===== src/rtl/dcr_pkg.sv =====
// Shared constants and state encoding for the DCR loader.
package dcr_pkg;

  localparam int DCR_NUM_REGS = 16;
  localparam int DCR_SEL_W    = 4;
  localparam int DCR_DATA_W   = 8;
  localparam int DCR_CNT_W    = 5;

  typedef enum logic [2:0] {
    IDLE      = 3'd0,
    WAIT_DATA = 3'd1,
    WRITE     = 3'd2,
    VERIFY    = 3'd3,
    DONE      = 3'd4
  } dcr_loader_state_t;

endpackage


===== src/rtl/dcr_loader.sv =====
// DCR loader: accepts a (base, count) command, then streams one host byte per
// register into the DCR file, optionally reading each one back to check it.
//
// Handshake: a transfer happens on a rising edge where valid and ready are
// both high. Ready depends only on the registered state, never on valid, and
// valid is ignored whenever ready is low (busy commands, data outside
// WAIT_DATA).
module dcr_loader
  import dcr_pkg::*;
#(
  parameter int VERIFY_EN = 1,
  parameter int NUM_REGS  = DCR_NUM_REGS
) (
  input  logic                  clk,
  input  logic                  reset_n,
  input  logic                  cmd_valid,
  output logic                  cmd_ready,
  input  logic [DCR_SEL_W-1:0]  cmd_base,
  input  logic [DCR_CNT_W-1:0]  cmd_count,
  input  logic                  wdata_valid,
  output logic                  wdata_ready,
  input  logic [DCR_DATA_W-1:0] wdata,
  output logic                  dcr_we,
  output logic [DCR_SEL_W-1:0]  dcr_sel,
  output logic [DCR_DATA_W-1:0] dcr_wdata,
  input  logic [DCR_DATA_W-1:0] dcr_rdata,
  output logic                  busy,
  output logic                  done,
  output logic                  err,
  output logic [DCR_SEL_W-1:0]  err_sel,
  output dcr_loader_state_t     dbg_state
);

  // NUM_REGS is a power of two, so wrapping the index is a mask.
  localparam logic [DCR_SEL_W-1:0] SEL_MASK = DCR_SEL_W'(NUM_REGS - 1);

  dcr_loader_state_t     state_q, state_d;
  logic [DCR_SEL_W-1:0]  base_q, base_d;
  logic [DCR_CNT_W-1:0]  count_q, count_d;
  logic [DCR_CNT_W-1:0]  idx_q, idx_d;
  logic                  dcr_we_q, dcr_we_d;
  logic [DCR_SEL_W-1:0]  dcr_sel_q, dcr_sel_d;
  logic [DCR_DATA_W-1:0] dcr_wdata_q, dcr_wdata_d;
  logic                  busy_q, busy_d;
  logic                  done_q, done_d;
  logic                  err_q, err_d;
  logic [DCR_SEL_W-1:0]  err_sel_q, err_sel_d;

  logic [DCR_CNT_W-1:0]  idx_inc;
  logic [DCR_SEL_W-1:0]  wr_sel;
  dcr_loader_state_t     adv_state;

  assign idx_inc   = idx_q + DCR_CNT_W'(1);
  assign wr_sel    = (base_q + idx_q[DCR_SEL_W-1:0]) & SEL_MASK;
  assign adv_state = (idx_inc == count_q) ? DONE : WAIT_DATA;

  // Next-state and next-output decode; outputs are registered from the next state.
  always_comb begin
    state_d     = state_q;
    base_d      = base_q;
    count_d     = count_q;
    idx_d       = idx_q;
    dcr_we_d    = 1'b0;
    dcr_sel_d   = dcr_sel_q;
    dcr_wdata_d = dcr_wdata_q;
    err_d       = err_q;
    err_sel_d   = err_sel_q;
    case (state_q)
      IDLE: begin
        if (cmd_valid) begin
          base_d    = cmd_base;
          count_d   = cmd_count;
          idx_d     = '0;
          err_d     = 1'b0;
          err_sel_d = '0;
          if (cmd_count == '0) begin
            state_d = DONE;
          end else if (int'(cmd_count) > NUM_REGS) begin
            err_d     = 1'b1;
            err_sel_d = cmd_base;
            state_d   = DONE;
          end else begin
            state_d = WAIT_DATA;
          end
        end
      end
      WAIT_DATA: begin
        // dcr_wdata doubles as the latched byte used by the read-back compare.
        if (wdata_valid) begin
          dcr_wdata_d = wdata;
          dcr_sel_d   = wr_sel;
          dcr_we_d    = 1'b1;
          state_d     = WRITE;
        end
      end
      WRITE: begin
        if (VERIFY_EN != 0) begin
          state_d = VERIFY;
        end else begin
          idx_d   = idx_inc;
          state_d = adv_state;
        end
      end
      VERIFY: begin
        if (dcr_rdata != dcr_wdata_q) begin
          err_d     = 1'b1;
          err_sel_d = dcr_sel_q;
          state_d   = DONE;
        end else begin
          idx_d   = idx_inc;
          state_d = adv_state;
        end
      end
      DONE:    state_d = IDLE;
      default: state_d = IDLE;
    endcase
    busy_d = (state_d != IDLE);
    done_d = (state_d == DONE);
  end

  // State and output registers; reset aborts any command and drops dcr_we at once.
  always_ff @(posedge clk or negedge reset_n) begin
    if (!reset_n) begin
      state_q     <= IDLE;
      base_q      <= '0;
      count_q     <= '0;
      idx_q       <= '0;
      dcr_we_q    <= 1'b0;
      dcr_sel_q   <= '0;
      dcr_wdata_q <= '0;
      busy_q      <= 1'b0;
      done_q      <= 1'b0;
      err_q       <= 1'b0;
      err_sel_q   <= '0;
    end else begin
      state_q     <= state_d;
      base_q      <= base_d;
      count_q     <= count_d;
      idx_q       <= idx_d;
      dcr_we_q    <= dcr_we_d;
      dcr_sel_q   <= dcr_sel_d;
      dcr_wdata_q <= dcr_wdata_d;
      busy_q      <= busy_d;
      done_q      <= done_d;
      err_q       <= err_d;
      err_sel_q   <= err_sel_d;
    end
  end

  assign cmd_ready   = (state_q == IDLE);
  assign wdata_ready = (state_q == WAIT_DATA);
  assign dcr_we      = dcr_we_q;
  assign dcr_sel     = dcr_sel_q;
  assign dcr_wdata   = dcr_wdata_q;
  assign busy        = busy_q;
  assign done        = done_q;
  assign err         = err_q;
  assign err_sel     = err_sel_q;
  assign dbg_state   = state_q;

endmodule


===== config.mk =====
export PLATFORM = sky130hd
export DESIGN_NAME = dcr_loader
export DESIGN_NICKNAME = d
export VERILOG_FILES = /design/src/rtl/dcr_pkg.sv /design/src/rtl/dcr_loader.sv
export SDC_FILE = /design/constraint.sdc
export NUM_CORES = 1
export LEC_CHECK = 0
export BUFFER_PORTS_ARGS = -buffer_cell sky130_fd_sc_hd__buf_2
export CORE_UTILIZATION = 56
export CTS_CLUSTER_DIAMETER = 150
export DETAILED_ROUTE_END_ITERATION = 16
export GPL_TIMING_DRIVEN = 0
export PLACE_DENSITY = 0.85
export RECOVER_POWER = 100
export SETUP_SLACK_MARGIN = 0.3
export SYNTH_ARGS = -nofsm -noshare
export SYNTH_HDL_FRONTEND = slang
export SYNTH_SLANG_ARGS = --single-unit

===== constraint.sdc =====
create_clock -name clk -period 4.8 [get_ports clk]
set_input_delay 0.48 -clock clk [delete_from_list [all_inputs] [get_ports clk]]
set_output_delay 0.48 -clock clk [all_outputs]
set_load 0.1 [all_outputs]

==> metrics <==
initial antenna violation count 0; Starting Density 61.11%; Hold Crit Start cmd_count[3]; num ports 54; number of synthesized register bits 37; Mapped Cells 178; crit path kind reg2out; first-pass GRT wire length 6292 um; clock tree sinks 37; GR Util All Layers 24.26%; syn avg cell area 10.82 um2; share of layout cells above drive strength 1 20.50%; Die X 60.66 um; crit-path max FO 10; Final ANT Viol Nets 0; Final Routed Wirelength 4035 um; Worst R2R End idx_q[1]$_DFFE_PN0P_; core footprint 3153 um2; DP HPWL 3029 um; max incr delay on CP 0.90 ns; Worst-path clk slew 0.11 ns; CP cell instances clkbuf_1, nor3_1, clkbuf_1; vias in the first global route 1353; Synthesis Warnings 0; Finished Core Util 72.14%; RSZ-0062 raised after global routing no; Worst path most repeated cell clkbuf_1; post-route worst setup slack 2.155 ns; CTS tree done; CP required 4.32 ns; DRT Pass-1 Iters 4; # hold bufs at CTS 0; fillcell total 264; Worst Path Arrival 2.16 ns; min Tclk post-route 2.645 ns; CP endpoint kind output port; Yosys top cell area share 48.05%; Setup WS pre-CTS 2.727 ns; Slew @ Worst Pin 1.952 ns; largest net degree at the start of global routing 38; Synth Cell Area 1927 um2; WL/cell 14.26 um; Fin Clk Skew 0.01334 ns; setup violators final 0; final hold violations 0; CTS root buf clkbuf_4; CTS Buf Count 5; hold crit path type in2reg; Max-slew headroom -30.11%; DR vias/cell 5.357; worst reg-to-reg setup slack 2.20 ns; Vias 1516; Overflow after GRT 0; post-synth net total 215; RR Startpoint dcr_wdata[1]$_DFFE_PN0P_; # diodes 0; Resized Gates After CTS 0; Worst-Skew Late Latency 0.34 ns; status finished, violations left; Hold WS 0.3446 ns; # rows 20; Die Ht 60.66 um; hold-critical path depth 3; achievable clock frequency 378.1 MHz; violated checks max-capacitance violations, max-slew violations; DRT iter0 DRCs 72; area delta synth->final 18.05%; Tcrit/Tclk final 55.10%; CTS Buffer Depth 2; Hold Crit Endpoint count_q[3]$_DFFE_PN0P_; H-tree levels 2; # Post-CTS Setup Buffers 0; Max Slew Vio Count 47; top cells by area in the synthesized netlist dfrtp_1, mux2_2, nand2_1, xor2_1, ha_1; area leader, netlist dfrtp_1; Die Area 3680 um2; CP startpoint kind flip-flop; Cell variety after synth 37; gpl congestion 0.7766; Worst Reg-to-Reg Cells 4; DRC Markers 0; PortBufs 53; setup TNS 0 ns; Post-layout nets 275; slowest CP cell clkbuf_1; post-synthesis sequential area ratio 48.05%; max_cap viols 2
## final cells by class
| cell class | count | area (um2) | area share (%) |
|---|---|---|---|
| repair buffers | 53 | 232.7 | 10.23 |
| inverters | 5 | 18.77 | 0.8251 |
| flip-flops and latches | 37 | 925.9 | 40.70 |
| multi-input cells | 130 | 930.9 | 40.92 |
| clock buffers | 6 | 51.30 | 2.255 |
| clock inverters | 2 | 37.54 | 1.650 |
| well taps | 44 | 55.05 | 2.420 |
| plain buffers | 6 | 22.52 | 0.9901 |
## cell usage after synthesis
cell type and n:
clkbuf_1 2, buf_2 4, a21oi_1 10, nand2b_1 2, nor2b_1 1, a211oi_1 8, and2_1 1, or2_2 1
nor4b_1 1, nand3b_1 1, nand4_1 1, and3_1 1, dfrtp_1 37, xor2_1 11, inv_1 5, a211o_1 2
nor3_1 1, mux2_2 10, nor4_4 2, fa_1 1, nand3_1 1, mux2i_1 4, nor2_1 13, o22a_1 1
xnor2_1 8, ha_1 7, a21o_2 1, a21o_1 1, o31ai_1 1, mux2_4 1, nand3_4 1, o22ai_1 1
nor3_2 1, or4_1 1, nand2_1 30, xnor3_1 1, o21ai_0 3
## critical path: cells and delay by family (launching register included)
kind	cells	cell delay (ns)
DFF	1	0.39
buffers and inverters	2	1.10
and+or+nand+nor	1	0.35
## how the worst max path moves through the flow
| stage | start | endpoint | slack, ns |
|---|---|---|---|
| finish | dbg_state[2]$_DFF_PN0_ | cmd_ready | 2.16 |
| detailed placement | cmd_count[1] | dbg_state[0]$_DFF_PN0_ | 2.73 |
| floorplan | dbg_state[2]$_DFF_PN0_ | count_q[4]$_DFFE_PN0P_ | 1.48 |
| global route | dbg_state[2]$_DFF_PN0_ | cmd_ready | 2.02 |
| CTS | dbg_state[2]$_DFF_PN0_ | cmd_ready | 2.73 |
| global placement | cmd_count[1] | dbg_state[0]$_DFF_PN0_ | 2.76 |
## layer usage
layer / vias up / global-route usage [%] / routed length (um)
li1: 729 / - / -
met1: 721 / 34.22 / 1849
met2: 60 / 36.42 / 1875
met3: 6 / 7.249 / 264
met4: 0 / 7.468 / 46
met5: - / 0 / 0
## layout by cell type (no fill, tap or decap), types with 2 or more instances in the layout
master and instances:
dfrtp_1 37, clkbuf_1 32, nand2_1 30, buf_2 27
nor2_1 13, xor2_1 11, a21oi_1 10, mux2_2 10
xnor2_1 8, a211oi_1 8, ha_1 7, inv_1 5
clkbuf_4 5, mux2i_1 4, o21ai_0 3, nor3_1 2
nand2b_1 2, a211o_1 2
## registers in the layout (all words and copies together), names as in the netlist
name       count
base_q         4
busy           1
count_q        5
dbg_state      3
dcr_sel        4
dcr_wdata      8
dcr_we         1
done           1
err            1
err_sel        4
idx_q          5
## cell families after synthesis
family / Yosys count / share of synthesized area, %
adders and majority gates: 8 / 5.584
xor gates and xnor gates: 20 / 9.805
DFF: 37 / 48.05
AOI/OAI and AO/OA: 28 / 9.416
buffers and inverters: 11 / 2.403
and+or+nand+nor: 59 / 16.04
muxes: 15 / 8.701
## per-stage QoR
step	instances	instance area (um2)
floorplan	178	1927
global placement	275	2247
detailed placement	275	2247
CTS	283	2336
global route	283	2275
finish	283	2275
Power is not shown: default switching activity piles up to over one toggle a cycle in this logic, so the estimate is an artifact.
